==> src/rtl/hypot_seq.sv <==
// hypot_seq -- multi-cycle magnitude unit: result = sqrt(a^2 + b^2).
//
// Squares both operands in parallel with an iterative shift-add multiplier
// (one multiplier bit per cycle, LSB first). It adds the squares in a single
// cycle. It then extracts the root with a bit-serial restoring square root
// (one root bit per cycle, MSB first). The latency is fixed at 2*WIDTH+2
// edges from accept to out_valid, whatever the operand values are.
//
// Ports:
//   clk        in   rising-edge clock
//   rst_n      in   asynchronous active-low reset
//   in_valid   in   a, b, round_mode are valid
//   in_ready   out  unit is idle and can accept an operation
//   a, b       in   WIDTH-bit unsigned operands
//   round_mode in   0 = floor, 1 = round to nearest
//   out_valid  out  result/exact are valid
//   out_ready  in   consumer takes the result
//   result     out  WIDTH+1-bit magnitude
//   exact      out  a^2 + b^2 is a perfect square
module hypot_seq #(
  parameter int WIDTH = 8
) (
  input  logic             clk,
  input  logic             rst_n,
  input  logic             in_valid,
  output logic             in_ready,
  input  logic [WIDTH-1:0] a,
  input  logic [WIDTH-1:0] b,
  input  logic             round_mode,
  output logic             out_valid,
  input  logic             out_ready,
  output logic [WIDTH:0]   result,
  output logic             exact
);

  localparam int CW = $clog2(WIDTH + 2);
  localparam int PW = 2 * WIDTH;

  typedef enum logic [2:0] {
    IDLE   = 3'd0,
    SQUARE = 3'd1,
    SUM    = 3'd2,
    SQRT   = 3'd3,
    DONE   = 3'd4
  } state_t;

  state_t r_state;
  state_t w_state_next;

  logic [CW-1:0]    r_cnt;
  logic             r_round;
  logic [PW-1:0]    r_mcand_a;
  logic [PW-1:0]    r_mcand_b;
  logic [WIDTH-1:0] r_mplier_a;
  logic [WIDTH-1:0] r_mplier_b;
  logic [PW-1:0]    r_sq_a;
  logic [PW-1:0]    r_sq_b;
  logic [PW+1:0]    r_sum;   // S padded to an even bit count for 2-bit pairs
  logic [WIDTH:0]   r_root;
  logic [WIDTH+1:0] r_rem;

  logic             r_in_ready;
  logic             r_out_valid;
  logic [WIDTH:0]   r_result;
  logic             r_exact;

  logic             w_accept;
  logic             w_handshake;
  logic             w_square_last;
  logic             w_sqrt_last;
  logic [PW:0]      w_sum;
  logic [WIDTH+3:0] w_lhs;
  logic [WIDTH+3:0] w_rhs;
  logic             w_ge;
  logic [WIDTH+1:0] w_diff;
  logic [WIDTH+1:0] w_rem_next;
  logic [WIDTH:0]   w_root_next;
  logic             w_round_up;
  logic [WIDTH:0]   w_result_next;

  assign w_accept      = in_valid && (r_state == IDLE);
  assign w_handshake   = r_out_valid && out_ready && (r_state == DONE);
  assign w_square_last = (r_cnt == CW'(WIDTH - 1));
  assign w_sqrt_last   = (r_cnt == CW'(WIDTH));
  assign w_sum         = {1'b0, r_sq_a} + {1'b0, r_sq_b};

  // Restoring square-root step: bring down the next two bits of S and try
  // subtracting (4*root + 1). The subtraction only needs the low WIDTH+2 bits
  // because a successful difference always fits in the remainder.
  always_comb begin
    w_lhs      = {r_rem, r_sum[PW+1:PW]};
    w_rhs      = {1'b0, r_root, 2'b01};
    w_ge       = (w_lhs >= w_rhs);
    w_diff     = w_lhs[WIDTH+1:0] - w_rhs[WIDTH+1:0];
    w_rem_next = w_ge ? w_diff : w_lhs[WIDTH+1:0];
    w_root_next = {r_root[WIDTH-1:0], w_ge};
    // rem > R is the same as a fractional root part above one half.
    w_round_up    = r_round && (w_rem_next > {1'b0, w_root_next});
    w_result_next = w_root_next + {{WIDTH{1'b0}}, w_round_up};
  end

  // State register.
  always_ff @(posedge clk or negedge rst_n) begin
    if (!rst_n) begin
      r_state <= IDLE;
    end else begin
      r_state <= w_state_next;
    end
  end

  // Next-state logic for the fixed-length operation sequence.
  always_comb begin
    w_state_next = r_state;
    case (r_state)
      IDLE: begin
        if (in_valid) w_state_next = SQUARE;
        else          w_state_next = IDLE;
      end
      SQUARE: begin
        if (w_square_last) w_state_next = SUM;
        else               w_state_next = SQUARE;
      end
      SUM: begin
        w_state_next = SQRT;
      end
      SQRT: begin
        if (w_sqrt_last) w_state_next = DONE;
        else             w_state_next = SQRT;
      end
      DONE: begin
        if (out_ready) w_state_next = IDLE;
        else           w_state_next = DONE;
      end
      default: begin
        w_state_next = IDLE;
      end
    endcase
  end

  // Datapath: operand capture, shift-add squaring, summation, root extraction.
  always_ff @(posedge clk or negedge rst_n) begin
    if (!rst_n) begin
      r_cnt      <= {CW{1'b0}};
      r_round    <= 1'b0;
      r_mcand_a  <= {PW{1'b0}};
      r_mcand_b  <= {PW{1'b0}};
      r_mplier_a <= {WIDTH{1'b0}};
      r_mplier_b <= {WIDTH{1'b0}};
      r_sq_a     <= {PW{1'b0}};
      r_sq_b     <= {PW{1'b0}};
      r_sum      <= {(PW+2){1'b0}};
      r_root     <= {(WIDTH+1){1'b0}};
      r_rem      <= {(WIDTH+2){1'b0}};
    end else begin
      case (r_state)
        IDLE: begin
          if (w_accept) begin
            r_cnt      <= {CW{1'b0}};
            r_round    <= round_mode;
            r_mcand_a  <= {{WIDTH{1'b0}}, a};
            r_mcand_b  <= {{WIDTH{1'b0}}, b};
            r_mplier_a <= a;
            r_mplier_b <= b;
            r_sq_a     <= {PW{1'b0}};
            r_sq_b     <= {PW{1'b0}};
          end
        end
        SQUARE: begin
          r_sq_a     <= r_sq_a + (r_mplier_a[0] ? r_mcand_a : {PW{1'b0}});
          r_sq_b     <= r_sq_b + (r_mplier_b[0] ? r_mcand_b : {PW{1'b0}});
          r_mcand_a  <= {r_mcand_a[PW-2:0], 1'b0};
          r_mcand_b  <= {r_mcand_b[PW-2:0], 1'b0};
          r_mplier_a <= {1'b0, r_mplier_a[WIDTH-1:1]};
          r_mplier_b <= {1'b0, r_mplier_b[WIDTH-1:1]};
          r_cnt      <= r_cnt + {{(CW-1){1'b0}}, 1'b1};
        end
        SUM: begin
          r_sum  <= {1'b0, w_sum};
          r_cnt  <= {CW{1'b0}};
          r_root <= {(WIDTH+1){1'b0}};
          r_rem  <= {(WIDTH+2){1'b0}};
        end
        SQRT: begin
          r_root <= w_root_next;
          r_rem  <= w_rem_next;
          r_sum  <= {r_sum[PW-1:0], 2'b00};
          r_cnt  <= r_cnt + {{(CW-1){1'b0}}, 1'b1};
        end
        DONE: begin
          r_cnt <= r_cnt;
        end
        default: begin
          r_cnt <= {CW{1'b0}};
        end
      endcase
    end
  end

  // Output registers: written on the last root step, held through backpressure.
  always_ff @(posedge clk or negedge rst_n) begin
    if (!rst_n) begin
      r_in_ready  <= 1'b1;
      r_out_valid <= 1'b0;
      r_result    <= {(WIDTH+1){1'b0}};
      r_exact     <= 1'b0;
    end else begin
      r_in_ready <= (w_state_next == IDLE);
      if ((r_state == SQRT) && w_sqrt_last) begin
        r_out_valid <= 1'b1;
        r_result    <= w_result_next;
        r_exact     <= (w_rem_next == {(WIDTH+2){1'b0}});
      end else if (w_handshake) begin
        r_out_valid <= 1'b0;
      end
    end
  end

  assign in_ready  = r_in_ready;
  assign out_valid = r_out_valid;
  assign result    = r_result;
  assign exact     = r_exact;

endmodule

==> config.mk <==
export PLATFORM = sky130hd
export DESIGN_NAME = hypot_seq
export DESIGN_NICKNAME = d
export VERILOG_FILES = /design/src/rtl/hypot_seq.sv
export SDC_FILE = /design/constraint.sdc
export NUM_CORES = 1
export LEC_CHECK = 0
export CAP_MARGIN = 20
export CORE_MARGIN = 10
export CORE_UTILIZATION = 55
export CTS_CLUSTER_DIAMETER = 100
export CTS_CLUSTER_SIZE = 30
export DETAILED_ROUTE_END_ITERATION = 7
export PLACE_DENSITY_LB_ADDON = 0.3
export SYNTH_ARGS = -nofsm -noshare
export SYNTH_HDL_FRONTEND = slang
export SYNTH_SLANG_ARGS = --single-unit
==> constraint.sdc <==
create_clock -name clk -period 8.05 [get_ports clk]
set_input_delay 1.61 -clock clk [delete_from_list [all_inputs] [get_ports clk]]
set_output_delay 1.61 -clock clk [all_outputs]
set_load 0.01 [all_outputs]
* Yosys cells after proc, flatten, opt, wreduce, memory -nomap -nowiden *
Index checks and enable logic that the tools add are counted.

word-level totals
  bits in registers = 137
  latch bits = 0
  memory bits (writable) = 0
  bits in read-only memories = 0
  input bits = 21
  memories = 0

operators by class
  add/sub/neg operators = 6
  multiply operators = 0
  div/mod/pow operators = 0
  $lt $le $gt $ge = 2
  equal/unequal tests = 7
  shift operators = 0
  mux-type cells = 26
  bitwise operators = 1
  reduce and logical (&&, ||, !) cells = 15

operators by type and width
  kind                 number
  $pmux 16 s2          4
  $mux 16              5
  $pmux 18 s2          1
  $add 16x16->16       2
  $pmux 8 s2           2
  $pmux 10 s2          1
  $pmux 9 s2           1
  $add 16x16->17       1
  $mux 8               2
  $pmux 3 s5           1
  $ge 12x11->1         1
  $pmux 4 s3           1
  $gt 10x9->1          1
  $logic_not 10->1     1
  $mux 10              1
  $sub 10x10->10       1
  $add 9x1->9          1
  $eq 3x2->1 const B   2
  $logic_not 3->1      2
  $mux 3               2
  $reduce_and 2->1     3
  $reduce_bool 2->1    3
  $logic_and 1x1->1    5
  $add 4x1->4 const B  1
  other kinds (10)     12

* Depth between registers and ports, before layout *
Gate-level depths: netlist of run 1.

  depth in word-level cells = 5
  gate-level depth with buffers = 22
  mapped depth without buffers = 21

* Worst setup path after synthesis of run 1 *
OpenSTA, ideal clock, no wires.

  kind = register -> register
  start = register r_root[3]
  end = register r_result[8], in the netlist result[8]
  data arrival time = 3772 ps
  setup slack = 4195 ps
  cell stages (with the launch flop) = 21
  path buffers = 0
  clock period less this slack = 3855 ps
  path through = dfrtp_1 > inv_1 > ha_1 > a21oi_1 > o21ai_1 > a21oi_1 > o21ai_2 > mux2_2 > ha_1 > a21oi_1 > a21boi_0 > o31a_1 > o211ai_1 > a22o_1 > a21boi_1 > ha_1 > nand2_1 > nor3_1 > nand3_1 > xnor2_1 > o21ai_0

between the ends
  cells in the longest elaborated chain, start to end = 5
  elaborated cells on any way between the ends = 6

RTL lines
  element                                                RTL line  text
  start: declaration                                     59        logic [WIDTH:0] r_root;
  start signal: assignment                               152       r_root <= {(WIDTH+1){1'b0}};
  start signal: assignment                               180       r_root <= {(WIDTH+1){1'b0}};
  start signal: assignment                               184       r_root <= w_root_next;
  $sub 10x10->10 / $ge 12x11->1 (equally long branches)  94, 93
  $mux 10                                                95        w_rem_next = w_ge ? w_diff : w_lhs[WIDTH+1:0];
  $gt 10x9->1                                            98        w_round_up = r_round && (w_rem_next > {1'b0, w_root_next});
  $logic_and 1x1->1                                      98
  $add 9x1->9 *                                          99        w_result_next = w_root_next + {{WIDTH{1'b0}}, w_round_up};
  end signal: assignment                                 204       r_result <= {(WIDTH+1){1'b0}};
  end signal: assignment                                 210       r_result <= w_result_next;
  end: declaration                                       64        logic [WIDTH:0] r_result;

Every way passes the cells marked *; elsewhere a longest branch is shown, timed or not.
A chain may end at the register's enable or synchronous reset.

* Worst setup path after layout of run 1 *
Ends and elaborated chain as after synthesis.

==> flow_results.xml, run 1 <==
<?xml version="1.0" encoding="UTF-8"?>
<metrics>
  <group name="final_layout">
    <metric name="layout-drive-gt1-share" unit="%">6.149</metric>
    <metric name="layout.cells.non_filler" unit="">1115</metric>
    <metric name="final_nets" unit="">1008</metric>
    <metric name="final_common_cell" unit="">dfrtp_1</metric>
    <metric name="area_delta_synth_final" unit="%">12.33</metric>
    <metric name="multi_input_area" unit="mm2">0.004786</metric>
    <metric name="regArea" unit="mm2">0.003430</metric>
    <metric name="leading_cell_types_in_the_layout_fill_and_taps_excluded" unit="">dfrtp_1, nand2_1, o21ai_0, ha_1, a21oi_1</metric>
    <metric name="antenna_cells" unit="">0</metric>
    <metric name="n_fill_cell" unit="">1242</metric>
  </group>
  <group name="setup_path">
    <metric name="r2r_end" unit="">result[8]</metric>
    <metric name="critical_path.startpoint_type" unit="">flop</metric>
    <metric name="timing.rr.start" unit="">r_root[3]</metric>
    <metric name="worstPathArrival" unit="ns">5.08</metric>
    <metric name="timing.critical_path.fanout_max" unit="">18</metric>
    <metric name="end_kind" unit="">flop</metric>
    <metric name="launch_point_of_the_critical_path" unit="">r_root[3]</metric>
    <metric name="timing.critical_path.to" unit="">result[8]</metric>
    <metric name="reg2reg_depth" unit="">20</metric>
    <metric name="path_class" unit="">reg2reg</metric>
    <metric name="ff2ff_setup_slack" unit="ns">3.24</metric>
    <metric name="timing.critical_path.required" unit="ns">8.32</metric>
  </group>
  <group name="global_route">
    <metric name="grtUsageTotal" unit="%">18.90</metric>
    <metric name="grt_remaining_overflow" unit="">0</metric>
    <metric name="grt_antenna_before_repair" unit="">0</metric>
    <metric name="grt_max_degree" unit="">80</metric>
    <metric name="via_count_of_the_first_global_routing_pass" unit="">6612</metric>
    <metric name="global_route_wire_length_before_repair" unit="um">31870</metric>
  </group>
  <group name="detailed_routing">
    <metric name="wirelength" unit="um">18460</metric>
    <metric name="drt_iter0_drc" unit="">457</metric>
    <metric name="vias_per_cell" unit="">5.999</metric>
    <metric name="drcViolationCount" unit="">0</metric>
    <metric name="vias" unit="">6689</metric>
    <metric name="postRouteAntennaNets" unit="">0</metric>
    <metric name="detailed_routing_iteration_count_for_the_pre_antenna_repair_pass" unit="">5</metric>
    <metric name="drt-wirelength-per-cell" unit="um">16.55</metric>
  </group>
  <group name="cts">
    <metric name="cts.htree.levels" unit="">4</metric>
    <metric name="clkTransAtPathRegs" unit="ns">0.06</metric>
    <metric name="cts.path.max_buffers" unit="">2</metric>
    <metric name="tritoncts" unit="">done</metric>
    <metric name="tritoncts_num_sinks" unit="">137</metric>
    <metric name="worstSkewPairLatency" unit="ns">0.43</metric>
    <metric name="cts_hold_buffers" unit="">0</metric>
    <metric name="post_cts_resized" unit="">0</metric>
    <metric name="root_buffer" unit="">clkbuf_16</metric>
    <metric name="cts_setup_buffers" unit="">0</metric>
    <metric name="cts_inserted_buffers" unit="">17</metric>
  </group>
  <group name="sta">
    <metric name="clock_skew" unit="ns">0.01548</metric>
    <metric name="tightestPinTransition" unit="ns">0.9268</metric>
    <metric name="grt_setup_unrepaired" unit="">false</metric>
    <metric name="slew_viol_final" unit="">0</metric>
    <metric name="endpoints_failing_setup" unit="">0</metric>
    <metric name="finalHoldViolations" unit="">0</metric>
    <metric name="tmin_final" unit="ns">4.808</metric>
    <metric name="tns" unit="ns">0</metric>
    <metric name="clock.fmax" unit="MHz">208.0</metric>
    <metric name="period_share" unit="%">59.73</metric>
    <metric name="slew_headroom" unit="%">38.21</metric>
  </group>
  <group name="run_status">
    <metric name="outcome" unit="">finished, final reports clean</metric>
  </group>
  <group name="die">
    <metric name="die-width" unit="um">144.0</metric>
    <metric name="io_pins" unit="">33</metric>
    <metric name="dieArea" unit="mm2">0.02072</metric>
    <metric name="dieHeight" unit="um">144.0</metric>
    <metric name="std_cell_rows" unit="">45</metric>
    <metric name="core_area" unit="mm2">0.01515</metric>
    <metric name="initial_core_util" unit="%">55.80</metric>
  </group>
  <group name="power_and_ir_drop">
    <metric name="static-leakage-power" unit="nW">4.394</metric>
    <metric name="power.ir.vdd_worst" unit="mV">0.3457</metric>
    <metric name="pwrdens" unit="mW/mm2">449.2</metric>
  </group>
  <group name="synth">
    <metric name="synth.yosys.seq_area_share" unit="%">40.58</metric>
    <metric name="synthDominantCellAreaShare" unit="%">40.27</metric>
    <metric name="synth_seq_cells" unit="">137</metric>
    <metric name="yosys_most_used_dff" unit="">dfrtp_1</metric>
    <metric name="ranking_of_synthesized_cells_by_area" unit="">dfrtp_1, ha_1, o21ai_0</metric>
    <metric name="syn_avg_cell_area" unit="um2">9.453</metric>
    <metric name="netlist_instances" unit="">894</metric>
    <metric name="synth-edff-count" unit="">0</metric>
    <metric name="synthesis.nets" unit="">988</metric>
    <metric name="synth_top_cell_by_area" unit="">dfrtp_1</metric>
    <metric name="postSynth.asyncResetShare" unit="%">100.0</metric>
    <metric name="synth.distinct_cells" unit="">65</metric>
    <metric name="synth.cell_area" unit="mm2">0.008451</metric>
    <metric name="ys_warn_count" unit="">0</metric>
  </group>
  <group name="worst_hold_path">
    <metric name="holdPathStages" unit="">2</metric>
    <metric name="hold_path.class" unit="">reg2reg</metric>
  </group>
  <group name="place">
    <metric name="place.detailed.hpwl" unit="um">12640</metric>
    <metric name="place_congestion" unit="">0.9097</metric>
    <metric name="io_buffer_count" unit="">32</metric>
    <metric name="placed_cells" unit="">1083</metric>
  </group>
  <group name="run">
    <metric name="max-cap-violations" unit="">0</metric>
  </group>
</metrics>
-- metal layers --
metal | GRT usage (%) | vias to the layer above | part of all wire, %
li1 | - | 3295 | -
met1 | 23.68 | 3221 | 46
met2 | 31.82 | 146 | 49
met3 | 3.729 | 27 | 3.9
met4 | 6.394 | 0 | 1.8
met5 | 0 | - | 0
-- sequential cells by signal, indices dropped and copies added (netlist names) --
| signal | flops |
|---|---|
| r_sum | 18 |
| r_mcand_a | 16 |
| r_mcand_b | 16 |
| r_sq_a | 16 |
| r_sq_b | 16 |
| r_rem | 10 |
| r_root | 9 |
| result | 9 |
| r_mplier_a | 8 |
| r_mplier_b | 8 |
| r_cnt | 4 |
| r_state | 3 |
| exact | 1 |
| in_ready | 1 |
| out_valid | 1 |
| r_round | 1 |
-- final cells by class --
class                   instances  area share [%]
multi-input cells             696           50.42
flip-flops and latches        137           36.13
clock buffers                  22           4.890
repair buffers                 38           3.862
well taps                     188           2.478
clock inverters                10           1.278
inverters                      24          0.9490
-- cell families after synthesis --
logic type / share of synthesized area, %
DFF: 40.58
and+or+nand+nor: 15.84
AOI/OAI and AO/OA: 22.31
muxes: 1.525
adders and majority gates: 11.07
xor gates and xnor gates: 5.700
buffers and inverters: 2.961
-- report_power, final --
part,internal [W],switching [W]
Combinational,0.000987,0.00130
Clock,0.000473,0.000301
Sequential,0.000966,0.000236
-- metrics by stage --
stage / setup WS (ns) / total power (W) / area, um2 / utilization [%] / hold slack [ns]
after floorplan: 4.195 / 0.002933 / 8451 / - / 0.4390
after global placement: 3.412 / 0.003432 / 8907 / 58.81 / 0.4602
after detailed placement: 3.310 / 0.003479 / 8907 / 58.81 / 0.4691
after CTS: 3.301 / 0.004274 / 9493 / 62.68 / 0.4828
after global routing: 2.867 / 0.004648 / 9493 / 62.68 / 0.5089
final: 3.242 / 0.004264 / 9493 / 62.68 / 0.4746
-- cell usage after synthesis (all sizes together) (5+ instances only) --
cell type / instances
a211oi: 12
a21o: 22
a21oi: 54
a221o: 26
a22o: 26
and2: 44
and3: 9
clkbuf: 34
dfrtp: 136
ha: 70
inv: 24
mux2: 7
mux2i: 5
nand2: 112
nand2b: 9
nand3: 24
nor2: 33
nor2b: 7
nor3: 14
o21a: 5
o21ai: 93
xnor2: 29
xor2: 26
-- how the worst min path moves through the flow --
stage | startpoint | end | slack, ns
after floorplan | r_sum[0] | r_sum[0] | 0.44
after global placement | result[8] | result[8] | 0.46
after detailed placement | result[8] | result[8] | 0.47
after CTS | result[8] | result[8] | 0.48
after global routing | out_valid | out_valid | 0.51
final | result[3] | result[3] | 0.47
-- worst max-delay path, cell delays in order, from the launching register on --
cell and delay, ns:
dfrtp_1 0.42, inv_1 0.13, ha_1 0.42, a21oi_1 0.12, o21ai_1 0.20, a21oi_1 0.09
o21ai_2 0.64, mux2_2 0.43, ha_1 0.31, a21oi_1 0.07, a21boi_0 0.18, o31a_1 0.14
o211ai_1 0.08, a22o_1 0.21, a21boi_1 0.20, ha_1 0.20, nand2_1 0.09, nor3_1 0.36
nand3_1 0.15, xnor2_1 0.15, o21ai_0 0.08
(Power assumes the default switching activity.)
==> run 2: changes to the inputs <==
==> constraint.sdc (replaced) <==
create_clock -name clk -period 4.6 [get_ports clk]
set_input_delay 0.92 -clock clk [delete_from_list [all_inputs] [get_ports clk]]
set_output_delay 0.92 -clock clk [all_outputs]
set_load 0.01 [all_outputs]
==> run 2 against run 1 <==
Compared with the run above: global-route usage is 0.30 points lower; critical path depth up 1; combinational power is 80% higher.
==> flow_results.xml, run 2 (same netlist as run 1, synthesis figures left out) <==
<?xml version="1.0" encoding="UTF-8"?>
<metrics>
  <group name="run_status">
    <metric name="outcome" unit="">finished, final reports clean</metric>
  </group>
  <group name="power_and_ir_drop">
    <metric name="power.sequential.fraction" unit="%">27.8</metric>
    <metric name="power.share.clock" unit="%">17.7</metric>
    <metric name="sw_frac_of_total" unit="%">42.91</metric>
    <metric name="power.ir.vdd_worst" unit="mV">0.3361</metric>
    <metric name="switchingPower" unit="W">0.003248</metric>
    <metric name="pwrdens" unit="mW/mm2">791.3</metric>
    <metric name="static-leakage-power" unit="nW">4.437</metric>
    <metric name="power.share.combinational" unit="%">54.5</metric>
    <metric name="cellInternalPower" unit="W">0.004322</metric>
  </group>
  <group name="global_route">
    <metric name="grt_remaining_overflow" unit="">0</metric>
    <metric name="grt_max_degree" unit="">93</metric>
    <metric name="via_count_of_the_first_global_routing_pass" unit="">6532</metric>
    <metric name="grtUsageTotal" unit="%">18.60</metric>
    <metric name="grt_antenna_before_repair" unit="">0</metric>
    <metric name="global_route_wire_length_before_repair" unit="um">31180</metric>
  </group>
  <group name="setup_path">
    <metric name="ff2ff_setup_slack" unit="ns">0.34</metric>
    <metric name="timing.critical_path.to" unit="">result[7]</metric>
    <metric name="timing.critical_path.required" unit="ns">4.93</metric>
    <metric name="timing.critical_path.fanout_max" unit="">7</metric>
    <metric name="worstPathArrival" unit="ns">4.59</metric>
    <metric name="reg2reg_depth" unit="">21</metric>
    <metric name="end_kind" unit="">flop</metric>
    <metric name="launch_point_of_the_critical_path" unit="">r_root[3]</metric>
    <metric name="critical_path.startpoint_type" unit="">flop</metric>
    <metric name="r2r_end" unit="">result[7]</metric>
    <metric name="path_class" unit="">reg2reg</metric>
    <metric name="timing.rr.start" unit="">r_root[3]</metric>
  </group>
  <group name="final_layout">
    <metric name="regMostFlops" unit="">r_sum</metric>
    <metric name="final_nets" unit="">1015</metric>
    <metric name="antenna_cells" unit="">0</metric>
    <metric name="final_common_cell" unit="">dfrtp_1</metric>
    <metric name="layout-drive-gt1-share" unit="%">7.173</metric>
    <metric name="area_delta_synth_final" unit="%">13.19</metric>
    <metric name="n_fill_cell" unit="">1235</metric>
    <metric name="leading_cell_types_in_the_layout_fill_and_taps_excluded" unit="">dfrtp_1, nand2_1, o21ai_0, ha_1, a21oi_1</metric>
    <metric name="largest_register_ffs" unit="">18</metric>
  </group>
  <group name="sta">
    <metric name="clock.fmax" unit="MHz">234.9</metric>
    <metric name="postLayoutSetupSlackWorst" unit="ns">0.3432</metric>
    <metric name="tmin_final" unit="ns">4.257</metric>
    <metric name="tns" unit="ns">0</metric>
    <metric name="grt_setup_unrepaired" unit="">false</metric>
    <metric name="holdWs" unit="ns">0.4783</metric>
    <metric name="slew_headroom" unit="%">41.24</metric>
    <metric name="finalHoldViolations" unit="">0</metric>
    <metric name="period_share" unit="%">92.54</metric>
    <metric name="slew_viol_final" unit="">0</metric>
    <metric name="clock_skew" unit="ns">0.01121</metric>
    <metric name="endpoints_failing_setup" unit="">0</metric>
    <metric name="tightestPinTransition" unit="ns">0.8794</metric>
  </group>
  <group name="die">
    <metric name="initial_core_util" unit="%">55.80</metric>
    <metric name="core_area" unit="mm2">0.01515</metric>
    <metric name="std_cell_rows" unit="">45</metric>
    <metric name="die-width" unit="um">144.0</metric>
    <metric name="dieArea" unit="mm2">0.02072</metric>
    <metric name="io_pins" unit="">33</metric>
    <metric name="dieHeight" unit="um">144.0</metric>
  </group>
  <group name="detailed_routing">
    <metric name="met1_length" unit="um">8368</metric>
    <metric name="topmost_layer_with_routed_signal_wires" unit="">met4</metric>
    <metric name="vias" unit="">6629</metric>
    <metric name="drt_iter0_drc" unit="">368</metric>
    <metric name="wirelength" unit="um">18580</metric>
    <metric name="met3_routed_wirelength" unit="um">625</metric>
    <metric name="drcViolationCount" unit="">0</metric>
    <metric name="met2RoutedLength" unit="um">9096</metric>
    <metric name="postRouteAntennaNets" unit="">0</metric>
    <metric name="detailed_routing_iteration_count_for_the_pre_antenna_repair_pass" unit="">6</metric>
    <metric name="vias_per_cell" unit="">5.908</metric>
    <metric name="drt-wirelength-per-cell" unit="um">16.56</metric>
  </group>
  <group name="place">
    <metric name="place.detailed.hpwl" unit="um">13190</metric>
    <metric name="place_congestion" unit="">0.9345</metric>
    <metric name="place_worst_setup_slack" unit="ns">0.1600</metric>
    <metric name="io_buffer_count" unit="">32</metric>
  </group>
  <group name="cts">
    <metric name="tritoncts_num_sinks" unit="">137</metric>
    <metric name="cts.path.max_buffers" unit="">2</metric>
    <metric name="cts_hold_buffers" unit="">0</metric>
    <metric name="cts_inserted_buffers" unit="">17</metric>
    <metric name="clkTransAtPathRegs" unit="ns">0.06</metric>
    <metric name="root_buffer" unit="">clkbuf_16</metric>
    <metric name="cts.htree.levels" unit="">4</metric>
    <metric name="worstSkewPairLatency" unit="ns">0.42</metric>
    <metric name="tritoncts" unit="">done</metric>
  </group>
  <group name="run">
    <metric name="max-cap-violations" unit="">0</metric>
  </group>
  <group name="worst_hold_path">
    <metric name="hold_path.class" unit="">reg2reg</metric>
  </group>
</metrics>
## run 2: changes by cell type in the layout (fill, tap and decap cells not counted), sizes merged
cell	change
buf	+6
clkinv	+1
clkinvlp	-1
inv	+1
## run 2: how the worst min path moves through the flow
stage	start	to	slack, ns	depth (start not counted)
after floorplan	r_sum[0]	r_sum[0]	0.44	2
after global placement	result[5]	result[5]	0.46	2
after detailed placement	out_valid	out_valid	0.46	2
after CTS	r_sum[13]	r_sum[13]	0.48	2
after global routing	result[5]	result[5]	0.50	2
final	r_sum[7]	r_sum[7]	0.48	2
## run 2: critical path, cell delays in order (launching register included)
cell	delay, ns
dfrtp_1	0.43
inv_1	0.18
ha_2	0.35
a21oi_1	0.20
o21ai_1	0.12
a21oi_1	0.23
o21ai_4	0.13
clkbuf_2	0.18
nor2_1	0.17
a21oi_1	0.07
ha_1	0.30
a21oi_1	0.16
nor2_1	0.05
o31a_1	0.27
o211ai_1	0.15
a22o_1	0.16
a21boi_1	0.09
ha_1	0.23
and3_1	0.23
and3_1	0.21
xnor2_1	0.12
o21ai_0	0.15
## run 2: power groups by stage
stage                     sequential, W  combinational [W]  clock, W
after CTS                       0.00211            0.00406   0.00136
final                           0.00211            0.00412   0.00134
after floorplan                 0.00199            0.00315         0
after global routing            0.00217            0.00462   0.00141
after global placement          0.00211            0.00395         0
after detailed placement        0.00212            0.00402         0
## run 2: area by class of cell
type                       instances  area (um2)  area share, %
clock inverter                    11       120.1          1.256
inverter                          24       90.09         0.9418
multi-input combinational        696        4801          50.19
tap                              188       235.2          2.459
sequential                       137        3430          35.85
clock buffer                      21       460.4          4.814
timing repair buffer              45       429.2          4.487
## run 2: timing repair
action	4_1_cts	5_1_grt
buffers inserted	0	3
gates resized for setup	0	3
endpoints found under the setup margin	0	5
## run 2: through the flow
| stage | util (%) | instances | cell area (um2) | total power, W |
|---|---|---|---|---|
| finish | 63.16 | 1122 | 9565 | 0.007569 |
| global route | 63.16 | 1122 | 9565 | 0.008205 |
| global placement | 59.09 | 1087 | 8950 | 0.006062 |
| floorplan | - | 894 | 8451 | 0.005132 |
| CTS | 62.92 | 1119 | 9530 | 0.007525 |
| detailed placement | 59.09 | 1087 | 8950 | 0.006140 |
## run 2: routing by layer
metal / track usage [%] / vias to the layer above
li1: - / 3309
met1: 22.56 / 3169
met2: 31.33 / 112
met3: 3.564 / 39
met4: 8.329 / 0
met5: 0 / -
